$ cat src/rtl/vga_pkg.sv
// Default 640x480@60 raster timing constants and shared types for vga_timing.
package vga_pkg;

  localparam int unsigned H_ACTIVE = 640;
  localparam int unsigned H_FP     = 16;
  localparam int unsigned H_SYNC   = 96;
  localparam int unsigned H_BP     = 48;
  localparam int unsigned V_ACTIVE = 480;
  localparam int unsigned V_FP     = 10;
  localparam int unsigned V_SYNC   = 2;
  localparam int unsigned V_BP     = 33;

  localparam int unsigned H_TOTAL  = H_ACTIVE + H_FP + H_SYNC + H_BP;
  localparam int unsigned V_TOTAL  = V_ACTIVE + V_FP + V_SYNC + V_BP;
  localparam int unsigned CNT_W    = 10;

  typedef struct packed {
    logic hsync;
    logic vsync;
    logic video_on;
  } vga_sync_t;

  localparam vga_sync_t SYNC_IDLE = '{hsync: 1'b1, vsync: 1'b1, video_on: 1'b0};

endpackage

$ cat src/rtl/vga_wrap_cnt.sv
// Modulo-N counter with enable; synchronous reset loads N-1 so the first enabled step lands on 0.
module vga_wrap_cnt #(
  parameter int unsigned N = 800,
  parameter int unsigned W = 10
) (
  input  logic         clk,
  input  logic         rst,
  input  logic         en,
  output logic [W-1:0] cnt,
  output logic [W-1:0] cnt_nxt,
  output logic         wrap
);

  localparam logic [W-1:0] LAST = W'(N - 1);

  always_comb begin
    cnt_nxt = cnt;
    wrap    = en && (cnt == LAST);
    if (en) cnt_nxt = (cnt == LAST) ? '0 : cnt + W'(1);
  end

  always_ff @(posedge clk) begin
    if (rst) cnt <= LAST;
    else     cnt <= cnt_nxt;
  end

endmodule

$ cat src/rtl/vga_timing.sv
// VGA raster timing generator: counters plus registered sync/blank/strobe decode.
// Define VGA_OUT_REG_EN to delay hsync/vsync/video_on by one cycle relative to x/y.
module vga_timing #(
  parameter int unsigned H_ACTIVE = vga_pkg::H_ACTIVE,
  parameter int unsigned H_FP     = vga_pkg::H_FP,
  parameter int unsigned H_SYNC   = vga_pkg::H_SYNC,
  parameter int unsigned H_BP     = vga_pkg::H_BP,
  parameter int unsigned V_ACTIVE = vga_pkg::V_ACTIVE,
  parameter int unsigned V_FP     = vga_pkg::V_FP,
  parameter int unsigned V_SYNC   = vga_pkg::V_SYNC,
  parameter int unsigned V_BP     = vga_pkg::V_BP,
  parameter int unsigned CNT_W    = vga_pkg::CNT_W
) (
  input  logic             clk,
  input  logic             rst,
  output logic             hsync,
  output logic             vsync,
  output logic             video_on,
  output logic [CNT_W-1:0] x,
  output logic [CNT_W-1:0] y,
  output logic             line_end,
  output logic             frame_start
);

  import vga_pkg::*;

  localparam int unsigned H_TOT = H_ACTIVE + H_FP + H_SYNC + H_BP;
  localparam int unsigned V_TOT = V_ACTIVE + V_FP + V_SYNC + V_BP;

  localparam logic [CNT_W-1:0] H_VIS  = CNT_W'(H_ACTIVE);
  localparam logic [CNT_W-1:0] V_VIS  = CNT_W'(V_ACTIVE);
  localparam logic [CNT_W-1:0] HS_BEG = CNT_W'(H_ACTIVE + H_FP);
  localparam logic [CNT_W-1:0] HS_END = CNT_W'(H_ACTIVE + H_FP + H_SYNC);
  localparam logic [CNT_W-1:0] VS_BEG = CNT_W'(V_ACTIVE + V_FP);
  localparam logic [CNT_W-1:0] VS_END = CNT_W'(V_ACTIVE + V_FP + V_SYNC);
  localparam logic [CNT_W-1:0] H_LAST = CNT_W'(H_TOT - 1);

  logic [CNT_W-1:0] h_nxt, v_nxt;
  logic             h_wrap, v_wrap;
  vga_sync_t        sync_d, sync_q;

  vga_wrap_cnt #(.N(H_TOT), .W(CNT_W)) u_h_cnt (
    .clk     (clk),
    .rst     (rst),
    .en      (1'b1),
    .cnt     (x),
    .cnt_nxt (h_nxt),
    .wrap    (h_wrap)
  );

  vga_wrap_cnt #(.N(V_TOT), .W(CNT_W)) u_v_cnt (
    .clk     (clk),
    .rst     (rst),
    .en      (h_wrap),
    .cnt     (y),
    .cnt_nxt (v_nxt),
    .wrap    (v_wrap)
  );

  // Decode the next counter values so the registered flags line up with x/y.
  always_comb begin
    sync_d.hsync    = !((h_nxt >= HS_BEG) && (h_nxt < HS_END));
    sync_d.vsync    = !((v_nxt >= VS_BEG) && (v_nxt < VS_END));
    sync_d.video_on = (h_nxt < H_VIS) && (v_nxt < V_VIS);
  end

  // A vertical wrap means the next position is (0,0), hence frame_start.
  always_ff @(posedge clk) begin
    if (rst) begin
      sync_q      <= SYNC_IDLE;
      line_end    <= 1'b1;
      frame_start <= 1'b0;
    end else begin
      sync_q      <= sync_d;
      line_end    <= (h_nxt == H_LAST);
      frame_start <= v_wrap;
    end
  end

`ifdef VGA_OUT_REG_EN
  vga_sync_t sync_o;

  always_ff @(posedge clk) begin
    if (rst) sync_o <= SYNC_IDLE;
    else     sync_o <= sync_q;
  end

  assign hsync    = sync_o.hsync;
  assign vsync    = sync_o.vsync;
  assign video_on = sync_o.video_on;
`else
  assign hsync    = sync_q.hsync;
  assign vsync    = sync_q.vsync;
  assign video_on = sync_q.video_on;
`endif

endmodule

$ cat config.mk
export PLATFORM = sky130hd
export DESIGN_NAME = vga_timing
export DESIGN_NICKNAME = d
export VERILOG_FILES = /design/src/rtl/vga_pkg.sv /design/src/rtl/vga_wrap_cnt.sv /design/src/rtl/vga_timing.sv
export SDC_FILE = /design/constraint.sdc
export NUM_CORES = 1
export LEC_CHECK = 0
export ABC_CLOCK_PERIOD_IN_PS = 3300
export CORE_MARGIN = 5
export CORE_UTILIZATION = 55
export DETAILED_ROUTE_END_ITERATION = 16
export GPL_ROUTABILITY_DRIVEN = 0
export HOLD_SLACK_MARGIN = 0.06
export PLACE_DENSITY = 0.87
export REMOVE_ABC_BUFFERS = 1
export SLEW_MARGIN = 25
export SYNTH_ARGS = -nofsm -noshare
export SYNTH_HDL_FRONTEND = slang
export SYNTH_SLANG_ARGS = --single-unit
$ cat constraint.sdc
create_clock -name clk -period 3.3 [get_ports clk]
set_input_delay 0.495 -clock clk [delete_from_list [all_inputs] [get_ports clk]]
set_output_delay 0.495 -clock clk [all_outputs]
set_load 0.01 [all_outputs]
Word level (Yosys, flattened, before mapping)
Cells that the tools add are included.
{"block": "word_totals", "out_inout_bits": 25, "word_cells": 27, "reg_bits": 25, "input_bits": 2}
{"block": "classes", "add_sub_neg": 2, "magnitude_cmp": 6, "n_eq_ne": 3, "n_mux": 3, "n_reduce_logical": 6}
{"cell": "$eq A10 B10 Y1 const B", "n": 3}
{"cell": "$mux W10", "n": 3}
{"cell": "$add A10 B1 Y10 const B", "n": 2}
{"cell": "$lt A10 B10 Y1 const B", "n": 2}
{"cell": "$lt A10 B9 Y1 const B", "n": 2}
{"cell": "$ge A10 B10 Y1 const B", "n": 1}
{"cell": "$ge A10 B9 Y1 const B", "n": 1}
{"cell": "$logic_and A1 B1 Y1", "n": 4}
{"cell": "$logic_not A1 Y1", "n": 2}

Logic depth before layout (Yosys ltp)
{"block": "depth", "word_depth": 6, "ltp_mapped": 7, "mapped_depth_nobuf": 7}

By module
From an unflattened synthesis, not the netlist that was laid out.
{"block": "unflattened", "cells_unflattened": 150, "area_unflattened_um2": 1328.8}
{"mod": "vga_wrap_cnt (u_h_cnt)", "area_each_um2": 563.0, "seq_area_each_um2": 200.2, "cells_per_inst": 64, "instances": 1}
{"mod": "vga_wrap_cnt (u_v_cnt)", "area_each_um2": 559.3, "seq_area_each_um2": 200.2, "cells_per_inst": 67, "instances": 1}
{"mod": "vga_timing", "area_each_um2": 206.4, "seq_area_each_um2": 100.1, "cells_per_inst": 19, "instances": 1}

Least setup slack after synthesis
OpenSTA, ideal clock, no wires.
{"block": "synth_path", "path_type": "register to register", "startpoint": "register u_h_cnt.cnt[0]", "endpoint": "register line_end", "required_ns": 3.204, "period_less_slack_ns": 1.954, "path_stages_with_launch": 6, "setup_time_ns": 0.096, "n_path_buf": 0, "arrival_time_ns": 1.858, "path_slack_ns": 1.346, "cell_sequence": "dfxtp_1 > ha_1 > nand3_1 > xor2_1 > or4bb_1 > o41ai_2"}
{"block": "synth_via", "elab_chain_len": 3, "word_cells_on_any_way": 4, "cone_classes": "add/sub (1); eq/ne (2); mux (1)"}
{"element": "from (decl)", "line_no": "vga_wrap_cnt.sv:9", "text": "output logic [W-1:0] cnt,"}
{"element": "from (signal assigned)", "line_no": "vga_wrap_cnt.sv:24", "text": "else cnt <= cnt_nxt;"}
{"element": "$add A10 B1 Y10 or $eq A10 B10 Y1 (tied branches)", "line_no": "vga_wrap_cnt.sv:19", "text": "if (en) cnt_nxt = (cnt == LAST) ? '0 : cnt + W'(1);"}
{"element": "$mux W10 *", "line_no": "vga_wrap_cnt.sv:19"}
{"element": "$eq A10 B10 Y1 *", "line_no": "vga_timing.sv:75", "text": "line_end <= (h_nxt == H_LAST);"}
{"element": "to (signal assigned)", "line_no": "vga_timing.sv:75"}
{"element": "to (decl)", "line_no": "vga_timing.sv:21", "text": "output logic line_end,"}
Every way passes the cells marked *; elsewhere a longest branch is shown, timed or not.
A chain may end at the register's enable or synchronous reset.

Final worst setup path
{"block": "layout_path", "startpoint": "register u_h_cnt.cnt[0]", "endpoint": "register u_v_cnt.cnt[4]"}
{"block": "layout_via", "elab_chain_len": 2}
{"element": "$eq A10 B10 Y1", "line_no": "vga_wrap_cnt.sv:18", "text": "wrap = en && (cnt == LAST);"}
{"element": "$mux W10", "line_no": "vga_wrap_cnt.sv:19"}
{"element": "to (signal assigned)", "line_no": "vga_wrap_cnt.sv:24"}
{"element": "to (decl)", "line_no": "vga_wrap_cnt.sv:9"}
No other way between the ends.

==> metrics.md <==
| Metric | Value |
|---|---|
| Post-CTS Hold Fix Bufs | `0` |
| Cell accounting for the most synthesized area | `dfxtp_1` |
| Inst Count DP | `between 200 and 250` |
| Detailed Routing Iterations Pass 1 | `4` |
| Worst hold path cell count | `1` |
| Crit share post-route | `a little under three quarters` |
| Initial antenna violation count | `0` |
| Number of buffers added by the clock tree synthesis step | `3` |
| Synth top area share | `35.65%` |
| Clock latency on the worst-skew pair | `between 0.3 and 0.4 ns` |
| Worst-case reg-to-reg path depth | `6` |
| Core Footprint | `about 2500 um2` |
| Post-synthesis cell type count | `44` |
| Layout cell share with drive strength beyond 1 | `a little under 9%` |
| Number of antenna repair diodes | `0` |
| Via Count | `1300` |
| Final number of setup-violating endpoints | `0` |
| Cts repair resizes | `0` |
| Final Hold Vio Count | `0` |
| Setup repair after global routing missed its margin | `false` |
| Vias per cell | `6.132` |
| Count of final max-slew check failures | `0` |
| Power Density | `885.5 nW/um2` |
| Type of the worst setup path | `flop to flop` |
| Count of nets left with antenna violations after detail routing | `0` |
| Setup TNS | `0 ns` |
| Post-detail-place hpwl | `about 2500 um` |
| Worst EP arrival | `approximately 2.6 ns` |
| Maximum clock frequency | `424.8 MHz` |
| Wire length of the first global-routing pass | `about 5800 um` |
| Most used DFF post-synth | `dfxtp_1` |
| Remaining design rule violation count | `0` |
| 1st-iter DRT viols | `68` |
| Count of buffers added by post-CTS timing repair for setup | `0` |
| Layout overhead on the synthesized area | `21.39%` |
| Cell at the slowest stage of the critical path | `nor4_4` |
| Ports placed on the boundary | `27` |
| Number of synthesized flops with an enable pin | `0` |
| Number of levels the H-tree was split into | `1` |
| Worst flop-to-flop path startpoint | `u_h_cnt.cnt[0]$_SDFF_PP1_` |
| Normalized max-slew margin | `approximately three fifths` |
| CTS tree | `built` |
| CP required | `3.57 ns` |
| Critical-path cell list | `ha_1 > nand4_4 > nor4_4 > nand2_2 > or4_1 > a21oi_1` |
| CTS Buffer Depth | `2` |
| Worst hold path startpoint | `u_h_cnt.cnt[0]$_SDFF_PP1_` |
| Final total power | `1.509 mW` |
| Worst clock skew on the final layout | `around 0.0027 ns` |
| Post-synthesis sequential area ratio | `around 36%` |
| Y dimension of the die | `around 60 um` |
| Transition time of the tightest slew-check pin | `just over 0.6 ns` |
| Wire length per cell | `16.24 um` |
| Die area | `between 3000 and 4000 um2` |
| Initial standard-cell utilization of the core | `57.19%` |
| Clock transition at path regs | `0.13 ns` |
| Maximum cell stage delay along the critical path | `about 0.57 ns` |
| CP Launch Type | `flop` |
| Peak supply drop | `between 600 and 700 uV` |
| Yosys warning count | `0` |
| Final #Nets | `189` |
| Post-synth design cell area | `about 1400 um2` |
| Leading post-synthesis cells by cell area | `dfxtp_1 (36%), xnor2_1 (5.6%), ha_1 (3.6%)` |
| Static Leak | `just over 0.6 nW` |
| Register bit total from synthesis | `25` |
| Path class of the lowest-slack min-delay path | `flop to flop` |
| Crit path time final | `roughly 2.4 ns` |
| Cell count after synthesis | `158` |
| CP max FO | `13` |
| Global router's overall resource usage | `around a fifth` |
| Critical path capture point type | `flop` |
| Total congestion overflow | `0` |
| Outcome | `completed` |
| Maximum number of pins on one net before global-route repair | `16` |
| Fill count | `between 200 and 250` |
| Final cell count without fillers | `between 200 and 250` |
| Worst Hold End | `u_h_cnt.cnt[0]$_SDFF_PP1_` |
| Endpoint of the worst register-to-register path | `u_v_cnt.cnt[4]$_SDFF_PP0_` |
| Syn Area/Cell | `about 8.9 um2` |
| Reg-to-reg setup timing slack | `between 0.9 and 1 ns` |
| Max-cap violations | `0` |
| Clk sink count | `25` |
| Wire length after detailed routing | `3442 um` |
| Commonest non-fill, non-tap cells in the layout | `clkdlybuf4s50_1 (26), dfxtp_1 (25), nand2_1 (13), nor2_1 (13)` |
| Die extent in x | `60.52 um` |
| Number of I/O port buffers | `26` |
| FFs w/ async S/R, synth | `0%` |
| Root Buffer Master | `clkbuf_4` |
| Cell row count | `18` |
| Via count of the first global-routing pass | `around 1200` |
| Most common cell after layout, fill and taps aside | `clkdlybuf4s50_1` |
-- worst max-delay path, delay by kind of cell (launching register included) --
family / cells / cell delay, ns
adders and majority gates: 1 / 0.30
AOI/OAI and AO/OA: 1 / 0.15
DFF: 1 / 0.43
and+or+nand+nor: 4 / 1.42
-- stage by stage --
| stage | hold slack, ns | cell area, um2 | setup slack (ns) | util, % |
|---|---|---|---|---|
| 6_report | 0.5638 | 1704 | 0.9460 | 69.42 |
| 5_1_grt | 0.6380 | 1704 | 0.7309 | 69.42 |
| 4_1_cts | 0.5792 | 1704 | 0.9521 | 69.42 |
| 3_5_place_dp | 0.5362 | 1678 | 0.9748 | 68.35 |
| 3_3_place_gp | 0.5368 | 1678 | 1.062 | 68.35 |
| 2_1_floorplan | 0.5345 | 1373 | 1.166 | - |
-- cells in the mapped netlist, drive strengths merged (4+ instances only) --
master and instances:
ha 4, inv 8, dfxtp 25, a21oi 5
and3 4, nand2 14, nor3 7, nor4 8
nor2 13, xnor2 9, nand3 9, buf 4
o21ai 10
-- flip-flops by register name, indices dropped and copies added, names as in the netlist --
name / flops
frame_start: 1
hsync: 1
line_end: 1
u_h_cnt.cnt: 10
u_v_cnt.cnt: 10
video_on: 1
vsync: 1
-- worst max-delay path by stage --
stage | from | to | slack, ns
6_report | u_h_cnt.cnt[0]$_SDFF_PP1_ | u_v_cnt.cnt[4]$_SDFF_PP0_ | 0.95
5_1_grt | u_h_cnt.cnt[0]$_SDFF_PP1_ | u_v_cnt.cnt[4]$_SDFF_PP0_ | 0.73
4_1_cts | u_h_cnt.cnt[0]$_SDFF_PP1_ | u_v_cnt.cnt[4]$_SDFF_PP0_ | 0.95
3_5_place_dp | u_h_cnt.cnt[0]$_SDFF_PP1_ | u_v_cnt.cnt[4]$_SDFF_PP0_ | 0.97
3_3_place_gp | u_h_cnt.cnt[0]$_SDFF_PP1_ | u_v_cnt.cnt[4]$_SDFF_PP0_ | 1.06
2_1_floorplan | u_h_cnt.cnt[0]$_SDFF_PP1_ | u_v_cnt.cnt[4]$_SDFF_PP0_ | 1.17
-- layer usage --
layer  track usage, %  up-vias  wire length (um)
li1                 -      623                 -
met1            28.78      612              1498
met2            31.64       54              1655
met3            4.681       11               206
met4            10.53        0                81
met5                0        -                 0
-- where the power goes --
group	total (mW)	switching, mW	internal, mW	leakage, nW
registers	0.529	0.151	0.379	0.205
clock network	0.141	0.0931	0.0475	0.0150
logic	0.839	0.435	0.404	0.393
total	1.51	0.679	0.830	0.613
-- cell families (layout without fill, tap and decap cells) --
kind of cell / count (synthesis) / count (layout) / synth area share [%]
compound gates: 27 / 27 / 13.46
fa+ha+maj: 4 / 4 / 3.565
simple gates: 72 / 72 / 33.33
mux: 3 / 3 / 2.139
xor+xnor: 12 / 12 / 7.487
flops: 25 / 25 / 35.65
buf+inv: 15 / 39 / 4.367
-- final cells by class --
| class | count | area [um2] | share of cell area, % |
|---|---|---|---|
| clock buffers | 4 | 26.28 | 1.542 |
| repair buffers | 27 | 267.8 | 15.71 |
| multi-input cells | 118 | 842.1 | 49.41 |
| inverters | 8 | 30.03 | 1.762 |
| flip-flops and latches | 25 | 500.5 | 29.37 |
| well taps | 30 | 37.54 | 2.203 |
Note: power is estimated with default switching activity, not from simulation.
